## src/rtl/fft_pkg.sv

```systemverilog
// Shared definitions for the FFT datapath blocks: default widths, size limit and
// the bit-reverse DMA state encoding.
package fft_pkg;

   localparam int unsigned DEF_ADDR_W = 8;
   localparam int unsigned DEF_DATA_W = 32;
   localparam logic [3:0]  MAX_LOG2N  = 4'd8;

   typedef enum logic [1:0] {
      IDLE  = 2'd0,
      READ  = 2'd1,
      WRITE = 2'd2,
      FIN   = 2'd3
   } bitrev_state_t;

endpackage

```

## src/rtl/bitrev8.sv

```systemverilog
// Combinational 8-bit reverse-and-shift: returns the low i_n bits of i_val reversed.
// i_n is expected in 0..8; i_n = 0 yields 0.
module bitrev8 (
   input  logic [7:0] i_val,
   input  logic [3:0] i_n,
   output logic [7:0] o_rev
);

   logic [7:0] w_rev;
   logic [3:0] w_shift;

   always_comb begin
      w_rev = '0;
      for (int b = 0; b < 8; b++) begin
         w_rev[b] = i_val[7-b];
      end
   end

   assign w_shift = 4'd8 - i_n;
   assign o_rev   = w_rev >> w_shift;

endmodule

```

## src/rtl/bitrev_dma.sv

```systemverilog
// Copies an N-point block between memory regions in bit-reversed index order,
// one memory access per cycle (alternating read and write).
module bitrev_dma
   import fft_pkg::*;
#(
   parameter int unsigned ADDR_W = DEF_ADDR_W,
   parameter int unsigned DATA_W = DEF_DATA_W
) (
   input  logic              clk,
   input  logic              rst,
   input  logic              start,
   input  logic [3:0]        log2n,
   input  logic [ADDR_W-1:0] src_base,
   input  logic [ADDR_W-1:0] dst_base,
   output logic              busy,
   output logic              done,
   output logic              mem_write_en,
   output logic [31:0]       mem_address,
   output logic [DATA_W-1:0] mem_write_DAT,
   input  logic [DATA_W-1:0] mem_read_DAT
);

   bitrev_state_t     r_state;
   logic [8:0]        r_i;
   logic [3:0]        r_n;
   logic [ADDR_W-1:0] r_src;
   logic [ADDR_W-1:0] r_dst;
   logic [DATA_W-1:0] r_data;

   logic [3:0]        w_n_sat;
   logic [8:0]        w_i_last;
   logic              w_last;
   logic [7:0]        w_rev;
   logic [ADDR_W-1:0] w_rd_addr;
   logic [ADDR_W-1:0] w_wr_addr;
   logic [ADDR_W-1:0] w_addr;

   assign w_n_sat  = (log2n > MAX_LOG2N) ? MAX_LOG2N : log2n;
   // 9-bit counter so the last index of a 256-point block is representable
   assign w_i_last = (9'd1 << r_n) - 9'd1;
   assign w_last   = (r_i == w_i_last);

   bitrev8 u_bitrev8 (
      .i_val (r_i[7:0]),
      .i_n   (r_n),
      .o_rev (w_rev)
   );

   assign w_rd_addr = r_src + ADDR_W'(r_i);
   assign w_wr_addr = r_dst + ADDR_W'(w_rev);

   always_ff @(posedge clk or posedge rst) begin
      if (rst) begin
         r_state <= IDLE;
         r_i     <= '0;
         r_n     <= '0;
         r_src   <= '0;
         r_dst   <= '0;
         r_data  <= '0;
      end else begin
         unique case (r_state)
            IDLE: begin
               if (start) begin
                  r_src   <= src_base;
                  r_dst   <= dst_base;
                  r_n     <= w_n_sat;
                  r_i     <= '0;
                  r_state <= READ;
               end
            end
            READ: begin
               r_data  <= mem_read_DAT;
               r_state <= WRITE;
            end
            WRITE: begin
               if (w_last) begin
                  r_state <= FIN;
               end else begin
                  r_i     <= r_i + 9'd1;
                  r_state <= READ;
               end
            end
            FIN:     r_state <= IDLE;
            default: r_state <= IDLE;
         endcase
      end
   end

   always_comb begin
      w_addr = '0;
      unique case (r_state)
         READ:    w_addr = w_rd_addr;
         WRITE:   w_addr = w_wr_addr;
         default: w_addr = '0;
      endcase
   end

   assign busy          = (r_state != IDLE);
   assign done          = (r_state == FIN);
   assign mem_write_en  = (r_state == WRITE);
   assign mem_address   = 32'(w_addr);
   assign mem_write_DAT = r_data;

endmodule

```

## config.mk

```make
export PLATFORM = sky130hd
export DESIGN_NAME = bitrev_dma
export DESIGN_NICKNAME = d
export VERILOG_FILES = /design/src/rtl/fft_pkg.sv /design/src/rtl/bitrev8.sv /design/src/rtl/bitrev_dma.sv
export SDC_FILE = /design/constraint.sdc
export NUM_CORES = 1
export LEC_CHECK = 0
export ABC_AREA = 1
export BUFFER_PORTS_ARGS = -buffer_cell sky130_fd_sc_hd__buf_4
export CAP_MARGIN = 20
export CORE_ASPECT_RATIO = 1.2
export CORE_UTILIZATION = 44
export DETAILED_ROUTE_END_ITERATION = 10
export GPL_ROUTABILITY_DRIVEN = 1
export HOLD_SLACK_MARGIN = 0.05
export PLACE_DENSITY = 0.69
export SETUP_SLACK_MARGIN = 0.2
export SLEW_MARGIN = 25
export SYNTH_ARGS = -nofsm -noshare
export SYNTH_HDL_FRONTEND = slang
export SYNTH_SLANG_ARGS = --single-unit
```

## constraint.sdc

```tcl
create_clock -name clk -period 4.9 [get_ports clk]
set_clock_uncertainty 0.2 [all_clocks]
set_input_delay 0.245 -clock clk [delete_from_list [all_inputs] [get_ports clk]]
set_output_delay 0.245 -clock clk [all_outputs]
set_load 0.03 [all_outputs]
```

[Yosys cells after proc, flatten, opt, wreduce, memory -nomap -nowiden]
Index checks and enable logic that the tools add are counted.
Word-level totals
  bits in registers: 63
  bits of input ports: 55
  output and inout port bits: 67
  word-level logic and storage cells: 33
Cells by class
  add/sub/neg operators: 5
  magnitude comparators: 1
  equal/unequal tests: 6
  shift operators: 2
  mux-type cells: 8
  reduce and logical (&&, ||, !) cells: 5
Operator list (number)
  2-to-1 mux 9 bit: 2
  one-hot mux 9 bit (2 select lines): 1
  adder 8 bit: 2
  one-hot mux 8 bit (2 select lines): 1
  adder 9 x 1 -> 9 bit, second input constant: 1
  == test 9 bit: 1
  << shifter 1 x 4 -> 9 bit, first input constant: 1
  subtractor 9 x 1 -> 9 bit, second input constant: 1
  one-hot mux 2 bit (4 select lines): 1
  right shift 8 x 4 -> 8 bit: 1
  == test 2 bit, second input constant: 2
  > comparator 4 bit, second input constant: 1
  2-to-1 mux 2 bit: 2
  2-to-1 mux 4 bit: 1
  inequality test 2 bit, second input constant: 2
  nonzero test 2 bit: 2
  subtractor 4 bit, first input constant: 1
  AND reduction 3 bit: 1
  == test 2 x 1 -> 1 bit, second input constant: 1
  zero test 2 bit: 1
  AND reduction 2 bit: 1

[Longest topological paths before layout]
  word-level depth: 5
  depth in mapped cells: 19
  depth with buffers taken out: 18

[Modules after synthesis]
Synthesis repeated with hierarchy kept, for this count alone.
Unflattened totals
  cells, all modules: 592
  area total of the unflattened synthesis: 4252.8 um^2
Modules (own cells, without submodules)
  bitrev_dma: times used 1, cells an instance 515, area an instance 3852.4 um^2, sequential area each 1576.5 um^2
  bitrev8: times used 1, cells an instance 77, area an instance 400.4 um^2, sequential area each 0.0 um^2

[Worst setup path after synthesis]
OpenSTA, ideal clock, no wires.
  path kind: register -> output
  from: register r_n[0]
  to: output port mem_address[6]
  data arrival time: 3.120 ns
  setup slack: 1.335 ns
  stages on the path, launching flop included: 20
  cells stage by stage: dfrtp_1 > inv_1 > ha_1 > ha_1 > clkbuf_1 > inv_1 > o211ai_1 > nand3_1 > a21oi_1 > ha_1 > fa_1 > nand3_1 > nand2_1 > nand2_1 > nand2_1 > a21oi_1 > nor2_1 > nor2_1 > nand2_1 > a21oi_1
On the way
  cells in the longest elaborated chain, start to end: 4
RTL lines
  start, declared: RTL line bitrev_dma.sv:25  | logic [3:0] r_n;
  start signal, assigned: RTL line bitrev_dma.sv:66  | r_n <= w_n_sat;
  subtractor 4 bit: RTL line bitrev8.sv:19  | assign w_shift = 4'd8 - i_n;
  right shift 8 x 4 -> 8 bit: RTL line bitrev8.sv:20  | assign o_rev = w_rev >> w_shift;
  adder 8 bit: RTL line bitrev_dma.sv:50  | assign w_wr_addr = r_dst + ADDR_W'(w_rev);
  one-hot mux 8 bit (2 select lines): RTL line bitrev_dma.sv:91  | unique case (r_state)
  end, declared: RTL line bitrev_dma.sv:18  | output logic [31:0] mem_address,
Every way passes these cells.

[Final worst setup path]
  from: register r_n[0]
  to: output port mem_address[7]
Same word-level chain as after synthesis.

==> flow_metrics.tcl <==
set metrics [dict create \
    synth_flop_cell "dfrtp_1" \
    cts_htree_levels 3 \
    grt_use_total_pct 24.7 \
    remaining_drc_errors 0 \
    hold_viol_final 0 \
    slowest_stage "dfrtp_1" \
    root_buffer "clkbuf_16" \
    hold_end "r_state[0]$_DFFE_PP0P_" \
    postRouteAntennaNets 0 \
    reg2regPathDepth 16 \
    wl_per_cell_microns 13.7 \
    wl_met3_microns 562 \
    synthDistinctLibCells 37 \
    worstHoldPathCells 4 \
    ys_seq_area_share_pct 36.9 \
    ys_ff_latch 63 \
    die_width_microns 92.0 \
    dp_hpwl_mm 8.16 \
    slew_headroom_pct 46.6 \
    final.fill_count 819 \
    die_area_sq_um 10100 \
    drive_above_1_share_pct 18.1 \
    crit_path_frequent_cell "inv_1" \
    crit_type "register to output pin" \
    initial_core_util_pct 45.2 \
    core_area_sq_um 9470 \
    via_per_inst 4.96 \
    crit_fanout 16 \
    grt_pass1_vias 4333 \
    rsz0062_at_grt "no" \
    grt_max_degree 64 \
    num_rows 39 \
    fin_crit_sh_pct 85.6 \
    cts_buffers 9 \
    route.met2.wl_mm 6.24 \
    cts_tree "yes" \
    p_per_area_nw_per_um2 660 \
    io_buffers 97 \
    worstHoldPathType "input port to register" \
    worstMarginPinSlew_ns 0.801 \
    place_ws_ns 1.10 \
    cts_resized 0 \
    antennaDiodeCount 0 \
    timing.rr.end "r_i[5]$_DFFE_PP0P_" \
    die_h_microns 110 \
    netlist.area_leader.share_pct 36.9 \
    synthesis.instances 601 \
    cts_max_path_buffers 2 \
    worstSetupEndpointType "output pin" \
    worst_setup_path_start_kind "register" \
    nets 834 \
    top_layer_used "met4" \
    register_area_sq_um 1580 \
    post-synth-top-count-cell "nand2_1" \
    holdWs_ns 0.0695 \
    clock-sinks 63 \
    fmax_mhz 238 \
    synth_common_cells "253 x nand2_1, 63 x dfrtp_1, 43 x inv_1, 39 x nand3_1, 30 x a21oi_1" \
    synth_edf_count 0 \
    fin_crit_ns 4.20 \
    cts_setup_buffers 0 \
    power_w 0.00390 \
    finalSetupTns_ns 0 \
    drv_slew 0 \
    synth_area_leaders "dfrtp_1 37%, nand2_1 22%, ha_1 7.9%" \
    ir_drop_mv 0.434 \
    status "finished clean" \
    max_stage_delay_ns 0.59 \
    cap_violations 0 \
    avgSynthCellArea_sq_um 7.11 \
    cp_data_required_time_ns 4.45 \
    dr.pass1.iters 4 \
    initialDrtViolationCount 225 \
    num_vias 4354 \
    yosys_warnings 0 \
    synth_area_sq_um 4280 \
    clk_pin_slew_ns 0.06 \
    ctsHoldBuffers 55 \
    fin_ws_ns 0.705 \
    grt_overflow 0 \
    wirelength_met1_mm 4.94 \
    reg2reg_from "r_n[0]$_DFFE_PP0P_" \
    min_from "start" \
    wirelength_mm 12.1 \
    multi_input_area_sq_um 2340 \
    pin_count 122 \
    grt_pass1_wl_mm 19.6 \
    cp_cell_sequence "inv_1 -> ha_1 -> inv_1 -> o21ai_0 -> nor2_1 -> a211oi_1 -> ha_1 -> nand3_1 -> nand2_1 -> a31oi_1 -> inv_1 -> nand2_1 -> nand3_1 -> a21oi_1 -> buf_4" \
    critical_path_arrival_ns 3.75 \
    yosysTopAreaCell "dfrtp_1" \
    p_leak_nw 3.19 \
    gp_congestion 0.892 \
    clk_latency_ns 0.33 \
    synthArstFlopShare_pct 100 \
    setup_viol 0 \
    syn2layout_area_growth_pct 38.1 \
    r2r_slack_ns 1.67 \
    antenna_found_initial 0 \
]
==> sequential cells by signal (all words and copies together), names as in the netlist <==
signal	cells
r_dst	8
r_i	9
r_state	2
mem_write_DAT	32
r_src	8
r_n	4
==> metrics by stage <==
stage | cells | utilization [%] | instance area, sq um
finish | 878 | 62.4 | 5900
global placement | 807 | 52.9 | 5010
detailed placement | 807 | 52.9 | 5010
CTS | 878 | 62.4 | 5900
floorplan | 624 | - | 4360
global route | 878 | 62.4 | 5900
==> metal layers <==
| layer | track usage [%] | vias up |
|---|---|---|
| li1 | - | 2161 |
| met1 | 27.8 | 2036 |
| met2 | 45.4 | 131 |
| met3 | 4.73 | 26 |
| met4 | 11.5 | 0 |
| met5 | 0 | - |
==> logic make-up after synthesis <==
group,Yosys count,share of synthesized area [%]
buf+inv,88,10.3
xor+xnor,8,1.64
simple gates,345,33.5
fa+ha+maj,29,8.84
flops,63,36.9
other cells,1,0.0877
compound gates,67,8.75
==> power by group <==
part | total, W | internal, W | switching [W]
logic | 0.00222 | 0.000752 | 0.00147
clock network | 0.000739 | 0.000497 | 0.000242
registers | 0.000940 | 0.000744 | 0.000196
==> how the worst max path moves through the flow <==
stage / startpoint / slack, ns / cells after the start / endpoint
6_report: r_n[0]$_DFFE_PP0P_ / 0.70 / 15 / mem_address[7]
4_1_cts: r_n[0]$_DFFE_PP0P_ / 0.74 / 19 / mem_address[6]
5_1_grt: r_n[0]$_DFFE_PP0P_ / 0.36 / 15 / mem_address[7]
3_5_place_dp: r_n[0]$_DFFE_PP0P_ / 1.10 / 19 / mem_address[6]
3_3_place_gp: r_n[0]$_DFFE_PP0P_ / 1.18 / 17 / mem_address[6]
2_1_floorplan: r_n[0]$_DFFE_PP0P_ / 1.33 / 19 / mem_address[6]
==> area by class of cell <==
type	instances	area share, %
multi-input combinational	473	39.7
sequential	63	26.7
timing repair buffer	155	22.0
clock buffer	9	3.82
inverter	48	3.09
tap	123	2.61
clock inverter	7	2.01
==> critical path: cells and delay by family (launching register included) <==
kind	cells	cell delay [ns]
compound gates	4	1.05
flops	1	0.59
buf+inv	4	0.65
simple gates	5	0.36
fa+ha+maj	2	0.76
==> layout by cell type (no fill, tap or decap), types with 3 or more instances in the layout <==
cell,n
a21oi_1,30
a31oi_1,3
buf_4,100
bufinv_16,3
clkbuf_16,9
conb_1,24
dfrtp_1,63
dlygate4sd3_1,55
ha_1,27
inv_1,42
inv_2,3
nand2_1,253
nand2_2,5
nand3_1,39
nand4_1,5
nor2_1,28
nor2_2,3
o21ai_0,24
xor2_1,8
Power figures use the tool's default switching activity.
